$ cat config.mk
export PLATFORM = sky130hd
export DESIGN_NAME = prime_search
export DESIGN_NICKNAME = d
export VERILOG_FILES = /design/src/rtl/prime_pkg.sv /design/src/rtl/divmod.sv /design/src/rtl/prime_search.sv
export SDC_FILE = /design/constraint.sdc
export NUM_CORES = 1
export LEC_CHECK = 0
export CORE_MARGIN = 10
export CORE_UTILIZATION = 30
export CTS_CLUSTER_DIAMETER = 100
export DETAILED_ROUTE_END_ITERATION = 10
export SLEW_MARGIN = 40
export SYNTH_ARGS = -nofsm -noshare
export SYNTH_HDL_FRONTEND = slang
export SYNTH_SLANG_ARGS = --single-unit
$ cat constraint.sdc
create_clock -name clk -period 6.55 [get_ports clk]
set_input_delay 1.6375 -clock clk [delete_from_list [all_inputs] [get_ports clk]]
set_output_delay 1.6375 -clock clk [all_outputs]
set_load 0.005 [all_outputs]
$ cat src/rtl/prime_pkg.sv
// Shared definitions for the prime search engine: FSM state encodings and reset value of res.
package prime_pkg;

    typedef enum logic [2:0] {
        StReady   = 3'd0,
        StError   = 3'd1,
        StCheck   = 3'd2,
        StWaitDly = 3'd3,
        StWaitMod = 3'd4
    } state_e;

    // res starts at 1 so that a mode=0 request after reset yields 2.
    localparam int unsigned ResInit = 1;

endpackage

$ cat src/rtl/divmod.sv
// Sequential restoring divider: computes a mod b, one quotient bit per cycle.
// A go pulse (re)starts the operation; b == 0 reports error instead.
module divmod #(
    parameter int unsigned WIDTH = 16
) (
    input  logic             clk,
    input  logic             rst,
    input  logic             go,
    input  logic [WIDTH-1:0] a,
    input  logic [WIDTH-1:0] b,
    output logic             ready,
    output logic             error,
    output logic [WIDTH-1:0] mod
);

    localparam int unsigned CntW = $clog2(WIDTH);

    logic             busy_q, busy_d;
    logic             ready_q, ready_d;
    logic             error_q, error_d;
    logic [WIDTH-1:0] a_q, a_d;
    logic [WIDTH-1:0] b_q, b_d;
    logic [WIDTH-1:0] rem_q, rem_d;
    logic [CntW-1:0]  cnt_q, cnt_d;
    logic [WIDTH:0]   rem_shift;

    // Next-state: latch operands on go, otherwise shift/subtract while busy.
    always_comb begin
        busy_d    = busy_q;
        ready_d   = ready_q;
        error_d   = error_q;
        a_d       = a_q;
        b_d       = b_q;
        rem_d     = rem_q;
        cnt_d     = cnt_q;
        rem_shift = {rem_q, a_q[WIDTH-1]};
        if (go) begin
            if (b == '0) begin
                busy_d  = 1'b0;
                ready_d = 1'b1;
                error_d = 1'b1;
            end else begin
                a_d     = a;
                b_d     = b;
                rem_d   = '0;
                cnt_d   = '0;
                busy_d  = 1'b1;
                ready_d = 1'b0;
                error_d = 1'b0;
            end
        end else if (busy_q) begin
            // The true difference is below b, so the low WIDTH bits are exact.
            if (rem_shift >= {1'b0, b_q}) begin
                rem_d = rem_shift[WIDTH-1:0] - b_q;
            end else begin
                rem_d = rem_shift[WIDTH-1:0];
            end
            a_d   = {a_q[WIDTH-2:0], 1'b0};
            cnt_d = cnt_q + 1'b1;
            if (cnt_q == CntW'(WIDTH - 1)) begin
                busy_d  = 1'b0;
                ready_d = 1'b1;
            end
        end
    end

    // State register with asynchronous reset.
    always_ff @(posedge clk or posedge rst) begin
        if (rst) begin
            busy_q  <= 1'b0;
            ready_q <= 1'b1;
            error_q <= 1'b0;
            a_q     <= '0;
            b_q     <= '0;
            rem_q   <= '0;
            cnt_q   <= '0;
        end else begin
            busy_q  <= busy_d;
            ready_q <= ready_d;
            error_q <= error_d;
            a_q     <= a_d;
            b_q     <= b_d;
            rem_q   <= rem_d;
            cnt_q   <= cnt_d;
        end
    end

    assign ready = ready_q;
    assign error = error_q;
    assign mod   = rem_q;

endmodule

$ cat src/rtl/prime_search.sv
// Prime search engine: finds the next prime by trial division with odd divisors,
// using a sequential divider. Candidates that exceed WIDTH bits end in ERROR.
module prime_search
    import prime_pkg::*;
#(
    parameter int unsigned WIDTH = 16
) (
    input  logic             clk,
    input  logic             rst,
    input  logic             go,
    input  logic             mode,
    input  logic [WIDTH-1:0] from,
    output logic             ready,
    output logic             error,
    output logic [WIDTH-1:0] res,
    output logic [WIDTH-1:0] count
);

    state_e           state_q, state_d;
    logic             go_prev_q;
    logic             ready_q, error_q;
    logic             mod_go_q, mod_go_d;
    logic [WIDTH:0]   p_q, p_d;
    logic [WIDTH-1:0] div_q, div_d;
    logic [WIDTH+1:0] div_sq_q, div_sq_d;
    logic [WIDTH-1:0] res_q, res_d;
    logic [WIDTH-1:0] count_q, count_d;

    logic             go_edge;
    logic [WIDTH:0]   first_cand, next_cand;
    logic [WIDTH-1:0] div_next;
    logic [WIDTH+1:0] div_sq_next;
    logic             mod_ready, mod_error;
    logic [WIDTH-1:0] mod_rem;

    assign go_edge = go & ~go_prev_q;

    // Candidate and divisor arithmetic; one extra bit on candidates exposes overflow.
    always_comb begin
        if (!mode) begin
            if (res_q == WIDTH'(1)) begin
                first_cand = (WIDTH+1)'(2);
            end else if (res_q == WIDTH'(2)) begin
                first_cand = (WIDTH+1)'(3);
            end else begin
                first_cand = {1'b0, res_q} + (WIDTH+1)'(2);
            end
        end else begin
            if (from <= WIDTH'(2)) begin
                first_cand = (WIDTH+1)'(2);
            end else if (from[0]) begin
                first_cand = {1'b0, from};
            end else begin
                first_cand = {1'b0, from} + (WIDTH+1)'(1);
            end
        end
        next_cand = p_q + (WIDTH+1)'(2);
        if (div_q == WIDTH'(2)) begin
            div_next    = WIDTH'(3);
            div_sq_next = (WIDTH+2)'(9);
        end else begin
            div_next    = div_q + WIDTH'(2);
            div_sq_next = div_sq_q + {div_q, 2'b00} + (WIDTH+2)'(4);
        end
    end

    // Next-state logic; a go edge overrides whatever the FSM is doing.
    always_comb begin
        state_d  = state_q;
        p_d      = p_q;
        div_d    = div_q;
        div_sq_d = div_sq_q;
        res_d    = res_q;
        count_d  = count_q;
        mod_go_d = 1'b0;
        if (go_edge) begin
            if (first_cand[WIDTH]) begin
                state_d = StError;
            end else begin
                state_d  = StCheck;
                p_d      = first_cand;
                div_d    = WIDTH'(2);
                div_sq_d = (WIDTH+2)'(4);
            end
        end else begin
            unique case (state_q)
                StCheck: begin
                    if (div_sq_q > {1'b0, p_q}) begin
                        res_d   = p_q[WIDTH-1:0];
                        count_d = count_q + 1'b1;
                        state_d = StReady;
                    end else begin
                        mod_go_d = 1'b1;
                        state_d  = StWaitDly;
                    end
                end
                // Gives the divider a cycle to drop ready before it is polled.
                StWaitDly: state_d = StWaitMod;
                StWaitMod: begin
                    if (mod_error) begin
                        state_d = StError;
                    end else if (mod_ready) begin
                        if (mod_rem == '0) begin
                            if (next_cand[WIDTH]) begin
                                state_d = StError;
                            end else begin
                                p_d      = next_cand;
                                div_d    = WIDTH'(2);
                                div_sq_d = (WIDTH+2)'(4);
                                state_d  = StCheck;
                            end
                        end else begin
                            div_d    = div_next;
                            div_sq_d = div_sq_next;
                            state_d  = StCheck;
                        end
                    end
                end
                StReady, StError: ;
                default: state_d = StReady;
            endcase
        end
    end

    // Registered state; ready/error are derived from the next state.
    always_ff @(posedge clk or posedge rst) begin
        if (rst) begin
            state_q   <= StReady;
            go_prev_q <= 1'b0;
            ready_q   <= 1'b1;
            error_q   <= 1'b0;
            mod_go_q  <= 1'b0;
            p_q       <= '0;
            div_q     <= WIDTH'(2);
            div_sq_q  <= (WIDTH+2)'(4);
            res_q     <= WIDTH'(ResInit);
            count_q   <= '0;
        end else begin
            state_q   <= state_d;
            go_prev_q <= go;
            ready_q   <= (state_d == StReady) || (state_d == StError);
            error_q   <= (state_d == StError);
            mod_go_q  <= mod_go_d;
            p_q       <= p_d;
            div_q     <= div_d;
            div_sq_q  <= div_sq_d;
            res_q     <= res_d;
            count_q   <= count_d;
        end
    end

    divmod #(
        .WIDTH(WIDTH)
    ) u_divmod (
        .clk   (clk),
        .rst   (rst),
        .go    (mod_go_q),
        .a     (p_q[WIDTH-1:0]),
        .b     (div_q),
        .ready (mod_ready),
        .error (mod_error),
        .mod   (mod_rem)
    );

    assign ready = ready_q;
    assign error = error_q;
    assign res   = res_q;
    assign count = count_q;

endmodule

==> flow_summary.json, run 1 <==
{
  "final_hold_viol_count": 0,
  "synth_area_leaders": "dfrtp_1 (39%), ha_1 (9.2%), nand2_1 (3.8%)",
  "regToRegSetupSlack_ns": 3.37,
  "tightest_slew_ns": 0.724,
  "drc": 0,
  "port_buffers": 53,
  "ys_ff_latch": 143,
  "ios": 54,
  "insertion_delay_ns": 0.43,
  "critPathRequiredTime_ns": 6.89,
  "antenna_found_initial": 0,
  "critical_path_class": "input port to flip-flop",
  "holdBufCountCts": 0,
  "die_w_um": 192,
  "hpwl_um": 16600,
  "finalClockSkew_ns": 0.0150,
  "drv_cap": 0,
  "diodes": 0,
  "cts_tree": "done",
  "setup_viol_count_final": 0,
  "yosysWarnings": 0,
  "fin_util_pct": 36.0,
  "syn_nets": 1031,
  "synth_flop_cell": "dfrtp_1",
  "synth.yosys.seq_area_share_pct": 40.5,
  "wl_um": 22800,
  "relSlewSlack_pct": 51.7,
  "grt_usage_pct": 12.6,
  "grt_pass1_wl_um": 37700,
  "first_global_vias": 7094,
  "drv_slew": 0,
  "num-fill-cells": 2944,
  "ant_nets": 0,
  "die_h_um": 192,
  "total_power_mw": 4.15,
  "synthCells": 944,
  "initial_core_util_pct": 30.6,
  "place.gp.congestion": 0.861,
  "postCtsResizedCells": 0,
  "power.density_nw_per_um2": 399,
  "overflow": 0,
  "pre_cts_slack_ns": 1.98,
  "synth-edff-count": 0,
  "cts-root-buf": "clkbuf_16",
  "first_pass_iters": 5,
  "start_kind": "input port",
  "hold_class": "flip-flop to flip-flop",
  "final_cell_mix": "dfrtp_1 (138), nand2_1 (90), ha_1 (65)",
  "arrival_ns": 4.52,
  "async_flop_share_pct": 100,
  "drtIter0Drc": 535,
  "drive_gt1_share_pct": 6.39,
  "synthToLayoutAreaGrowth_pct": 17.7,
  "cts_buffer_depth": 2,
  "vias": 7068,
  "finalWorstSetupSlack_ns": 2.38,
  "setup_tns_ns": 0,
  "yosysTopAreaCellShare_pct": 39.1,
  "post_cts_buffers": 0,
  "max_freq_ghz": 0.240,
  "design.die.area_um2": 36700,
  "power_leakage_nw": 4.66,
  "worst_ir_drop_vdd_mv": 0.216,
  "rsz0062_at_grt": "no",
  "fin_nets": 1076,
  "syn_area_um2": 8840,
  "tritoncts.num_buffers": 17,
  "crit_fanout": 20,
  "period_share_pct": 63.7,
  "status": "complete, no violations",
  "cts_sinks": 143,
  "synth.distinct_cells": 68,
  "final_common_cell": "dfrtp_1",
  "cts_max_level": 4,
  "synth_area_leader_cell": "dfrtp_1",
  "drt-vias-per-instance": 5.10,
  "grt_max_degree": 55,
  "core_um2": 28900,
  "syn_avg_cell_area_um2": 9.37,
  "clk_pin_slew_worst_paths_ns": 0.06,
  "cp-end-kind": "flip-flop",
  "rows": 62,
  "wire_per_inst_um": 16.5,
  "layout_min_cycle_time_ns": 4.17
}
-- final timing paths --
kind,cells past startpoint,startpoint,end
max in group asynchronous,3,rst,u_divmod.b_q[1]$_DFFE_PP0P_
setup reg to reg,12,div_q[1]$_DFFE_PP1P_,div_sq_q[17]$_DFFE_PP0P_
min in group asynchronous,2,rst,count[15]$_DFFE_PP0P_
hold / removal,1,u_divmod.b_q[2]$_DFFE_PP0P_,u_divmod.b_q[2]$_DFFE_PP0P_
setup / recovery,10,go,p_q[13]$_DFFE_PP0P_
hold reg to reg,1,u_divmod.b_q[2]$_DFFE_PP0P_,u_divmod.b_q[2]$_DFFE_PP0P_
-- cells in the mapped netlist, types with 26 or more instances --
cell	number
a21oi_1	57
mux2i_1	30
nor2_1	43
nor3_1	26
nand2_1	90
xnor2_1	31
ha_1	65
o21ai_0	31
dfrtp_1	138
inv_1	50
nand3_1	28
o21ai_1	63
-- power by group --
group	leakage, nW	total, mW	internal [mW]	switching (mW)
clock network	0.313	1.06	0.620	0.435
logic	2.50	1.70	0.749	0.949
registers	1.85	1.40	1.12	0.285
-- worst max-delay path, cell delays in order --
cell and delay [ns]:
clkdlybuf4s50_1 0.43, nand2b_1 0.37, buf_4 0.33, nor4b_1 0.08, nand2_1 0.21, nand2_1 0.35
a21oi_1 0.57, buf_4 0.30, a21oi_1 0.08, a21oi_1 0.14
-- logic make-up (layout without fill, tap and decap cells) --
kind of cell,count (synthesis),count (layout),share of synthesized area (%)
XOR/XNOR,52,52,5.15
AO/OA/AOI/OAI,242,242,17.0
adder cells (fa/ha/maj),67,67,9.65
buffers and inverters,88,146,4.09
multiplexers,59,59,7.09
flip-flops,143,143,40.5
AND/OR/NAND/NOR,293,293,16.5
-- registers in the layout, summed over array words and instances (netlist names) --
name             count
u_divmod.ready       1
u_divmod.a_q        16
go_prev_q            1
state_q              3
count               16
res                 16
u_divmod.b_q        16
div_sq_q            17
u_divmod.busy_q      1
div_q               16
u_divmod.mod        16
mod_go_q             1
p_q                 16
u_divmod.cnt_q       4
u_divmod.error       1
ready                1
error                1
-- metal layers --
layer / vias up / part of all wire (%) / GRT usage, %
met5: - / 0 / 0
met4: 0 / 2.0 / 4.33
met3: 28 / 4.1 / 2.19
met2: 129 / 49 / 21.2
met1: 3394 / 45 / 16.0
li1: 3517 / - / -
-- through the flow --
step / instance area, um^2 / cells / hold WS, ns
floorplan: 8840 / 944 / 0.446
global placement: 9770 / 1354 / 0.467
detailed placement: 9770 / 1354 / 0.475
CTS: 10400 / 1386 / 0.493
global route: 10400 / 1386 / 0.506
finish: 10400 / 1386 / 0.488
-- cell type report --
type	count	area (um^2)	area share, %
multi-input combinational	713	4900	47.1
clock buffer	17	425	4.09
sequential	143	3580	34.5
clock inverter	15	208	2.00
inverter	50	193	1.85
tap	384	480	4.62
timing repair buffer	64	613	5.89
Note: power is estimated with default switching activity, not from simulation.
==> run 2, diff against run 1 <==
==> constraint.sdc (replaced) <==
create_clock -name clk -period 3.95 [get_ports clk]
set_input_delay 0.9875 -clock clk [delete_from_list [all_inputs] [get_ports clk]]
set_output_delay 0.9875 -clock clk [all_outputs]
set_load 0.005 [all_outputs]
==> flow_summary.json, run 2 (same netlist as run 1, synthesis figures left out) <==
{
  "tritoncts.num_buffers": 17,
  "setup_viol_count_final": 0,
  "p_sw_mw": 2.79,
  "largest_reg_flops": 17,
  "first_global_vias": 7079,
  "holdBufCountCts": 0,
  "dp_cells": 1357,
  "grt_max_degree": 108,
  "finalClockSkew_ns": 0.0104,
  "first_pass_iters": 5,
  "rsz0062_at_grt": "no",
  "critical_path_class": "flip-flop to flip-flop",
  "cts-root-buf": "clkbuf_16",
  "crit_fanout": 9,
  "die_w_um": 192,
  "post_cts_buffers": 0,
  "insertion_delay_ns": 0.43,
  "total_power_mw": 6.81,
  "arrival_ns": 3.45,
  "power.density_nw_per_um2": 655,
  "drv_slew": 0,
  "max_freq_ghz": 0.318,
  "fin_nets": 1079,
  "hpwl_um": 16600,
  "seqPwrFrac_pct": 34.1,
  "period_share_pct": 79.7,
  "port_buffers": 53,
  "cp-end-kind": "flip-flop",
  "antenna_found_initial": 0,
  "grt_pass1_wl_um": 37500,
  "vias": 7161,
  "overflow": 0,
  "dpl_cell_area_um2": 9800,
  "diodes": 0,
  "power.share.switching_pct": 41.1,
  "critical_path.n_buffers_inverters": 1,
  "critPathRequiredTime_ns": 4.25,
  "wl_um": 22800,
  "fin_area_um2": 10400,
  "drtIter0Drc": 402,
  "cts_sinks": 143,
  "final_cell_mix": "dfrtp_1 (138), nand2_1 (90), ha_1 (65)",
  "clk_pin_slew_worst_paths_ns": 0.07,
  "worst_hold_slack_ns": 0.476,
  "grt_usage_pct": 12.6,
  "postCtsResizedCells": 0,
  "p_clk_share_pct": 24.1,
  "final_common_cell": "dfrtp_1",
  "crit_chain": "ha_1, ha_1, inv_1, fa_1, nand2b_1, a21oi_1, o211ai_1, a31oi_1, mux2i_1, a21oi_1, o21ai_1, o31ai_1",
  "hold_class": "flip-flop to flip-flop",
  "final_hold_viol_count": 0,
  "ios": 54,
  "place.gp.congestion": 0.870,
  "core_um2": 28900,
  "status": "complete, no violations",
  "cp_slowest_cell": "dfstp_2",
  "worst_ir_drop_vdd_mv": 0.366,
  "design.die.area_um2": 36700,
  "initial_core_util_pct": 30.6,
  "relSlewSlack_pct": 47.6,
  "cts_max_level": 4,
  "fin_util_pct": 36.0,
  "drv_cap": 0,
  "max_stage_delay_ns": 0.66,
  "cts_buffer_depth": 2,
  "drt-vias-per-instance": 5.16,
  "intPower_mw": 4.01,
  "setup_tns_ns": 0,
  "ant_nets": 0,
  "combPwrFrac_pct": 41.8,
  "crit_family": "compound AO/OA/AOI/OAI gates",
  "rows": 62,
  "synthToLayoutAreaGrowth_pct": 17.5,
  "power_leakage_nw": 4.65,
  "fin_cells": 1389,
  "cts_tree": "done",
  "pre_cts_slack_ns": 0.544,
  "finalWorstSetupSlack_ns": 0.801,
  "top_register": "div_sq_q",
  "wire_per_inst_um": 16.4,
  "drive_gt1_share_pct": 6.67,
  "start_kind": "flip-flop",
  "drc": 0,
  "die_h_um": 192,
  "layout_min_cycle_time_ns": 3.15,
  "tightest_slew_ns": 0.786
}
## run 2: cell count changes in the layout (fill, tap and decap cells not counted), sizes merged
| cell | previous run | this run |
|---|---|---|
| inv | 61 | 60 |
| clkinvlp | 0 | 2 |
| bufinv | 3 | 1 |
| buf | 11 | 14 |
| clkinv | 1 | 2 |
## run 2: per-layer routing
| metal | part of all wire, % | GRT usage, % | wire length (um) | up-vias |
|---|---|---|---|---|
| met5 | 0 | 0 | 0 | - |
| met4 | 1.6 | 3.94 | 356 | 0 |
| met3 | 3.6 | 1.96 | 828 | 27 |
| met2 | 49 | 20.7 | 11100 | 135 |
| met1 | 46 | 16.5 | 10500 | 3477 |
| li1 | - | - | - | 3522 |
## run 2: path summary, 6_finish.rpt
kind                                       startpoint                       endpoint  slack (ns)  cells past startpoint
max in group asynchronous                         rst           div_q[7]$_DFFE_PP0P_        2.22                      3
worst min-delay path            count[15]$_DFFE_PP0P_          count[15]$_DFFE_PP0P_        0.48                      1
min in group asynchronous                         rst  u_divmod.cnt_q[0]$_DFFE_PP0P_        0.88                      2
worst min register to register  count[15]$_DFFE_PP0P_          count[15]$_DFFE_PP0P_        0.48                      1
worst max register to register   div_q[1]$_DFFE_PP1P_       div_sq_q[17]$_DFFE_PP0P_        0.80                     12
worst max-delay path             div_q[1]$_DFFE_PP1P_       div_sq_q[17]$_DFFE_PP0P_        0.80                     12
## run 2: layout make-up
cell class,instances,area [um^2]
Sequential cell,143,3580
Multi-Input combinational cell,713,4900
Fill cell,2931,18500
Clock buffer,17,425
Clock inverter,15,164
Tap cell,384,480
Inverter,50,191
Timing Repair Buffer,67,648
## run 2: power by group through the flow
stage	logic, mW	registers [mW]	clock network, mW
detailed placement	2.86	2.34	0
CTS	2.86	2.32	1.67
floorplan	2.35	2.13	0
global route	3.24	2.37	1.74
global placement	2.79	2.34	0
finish	2.85	2.32	1.64
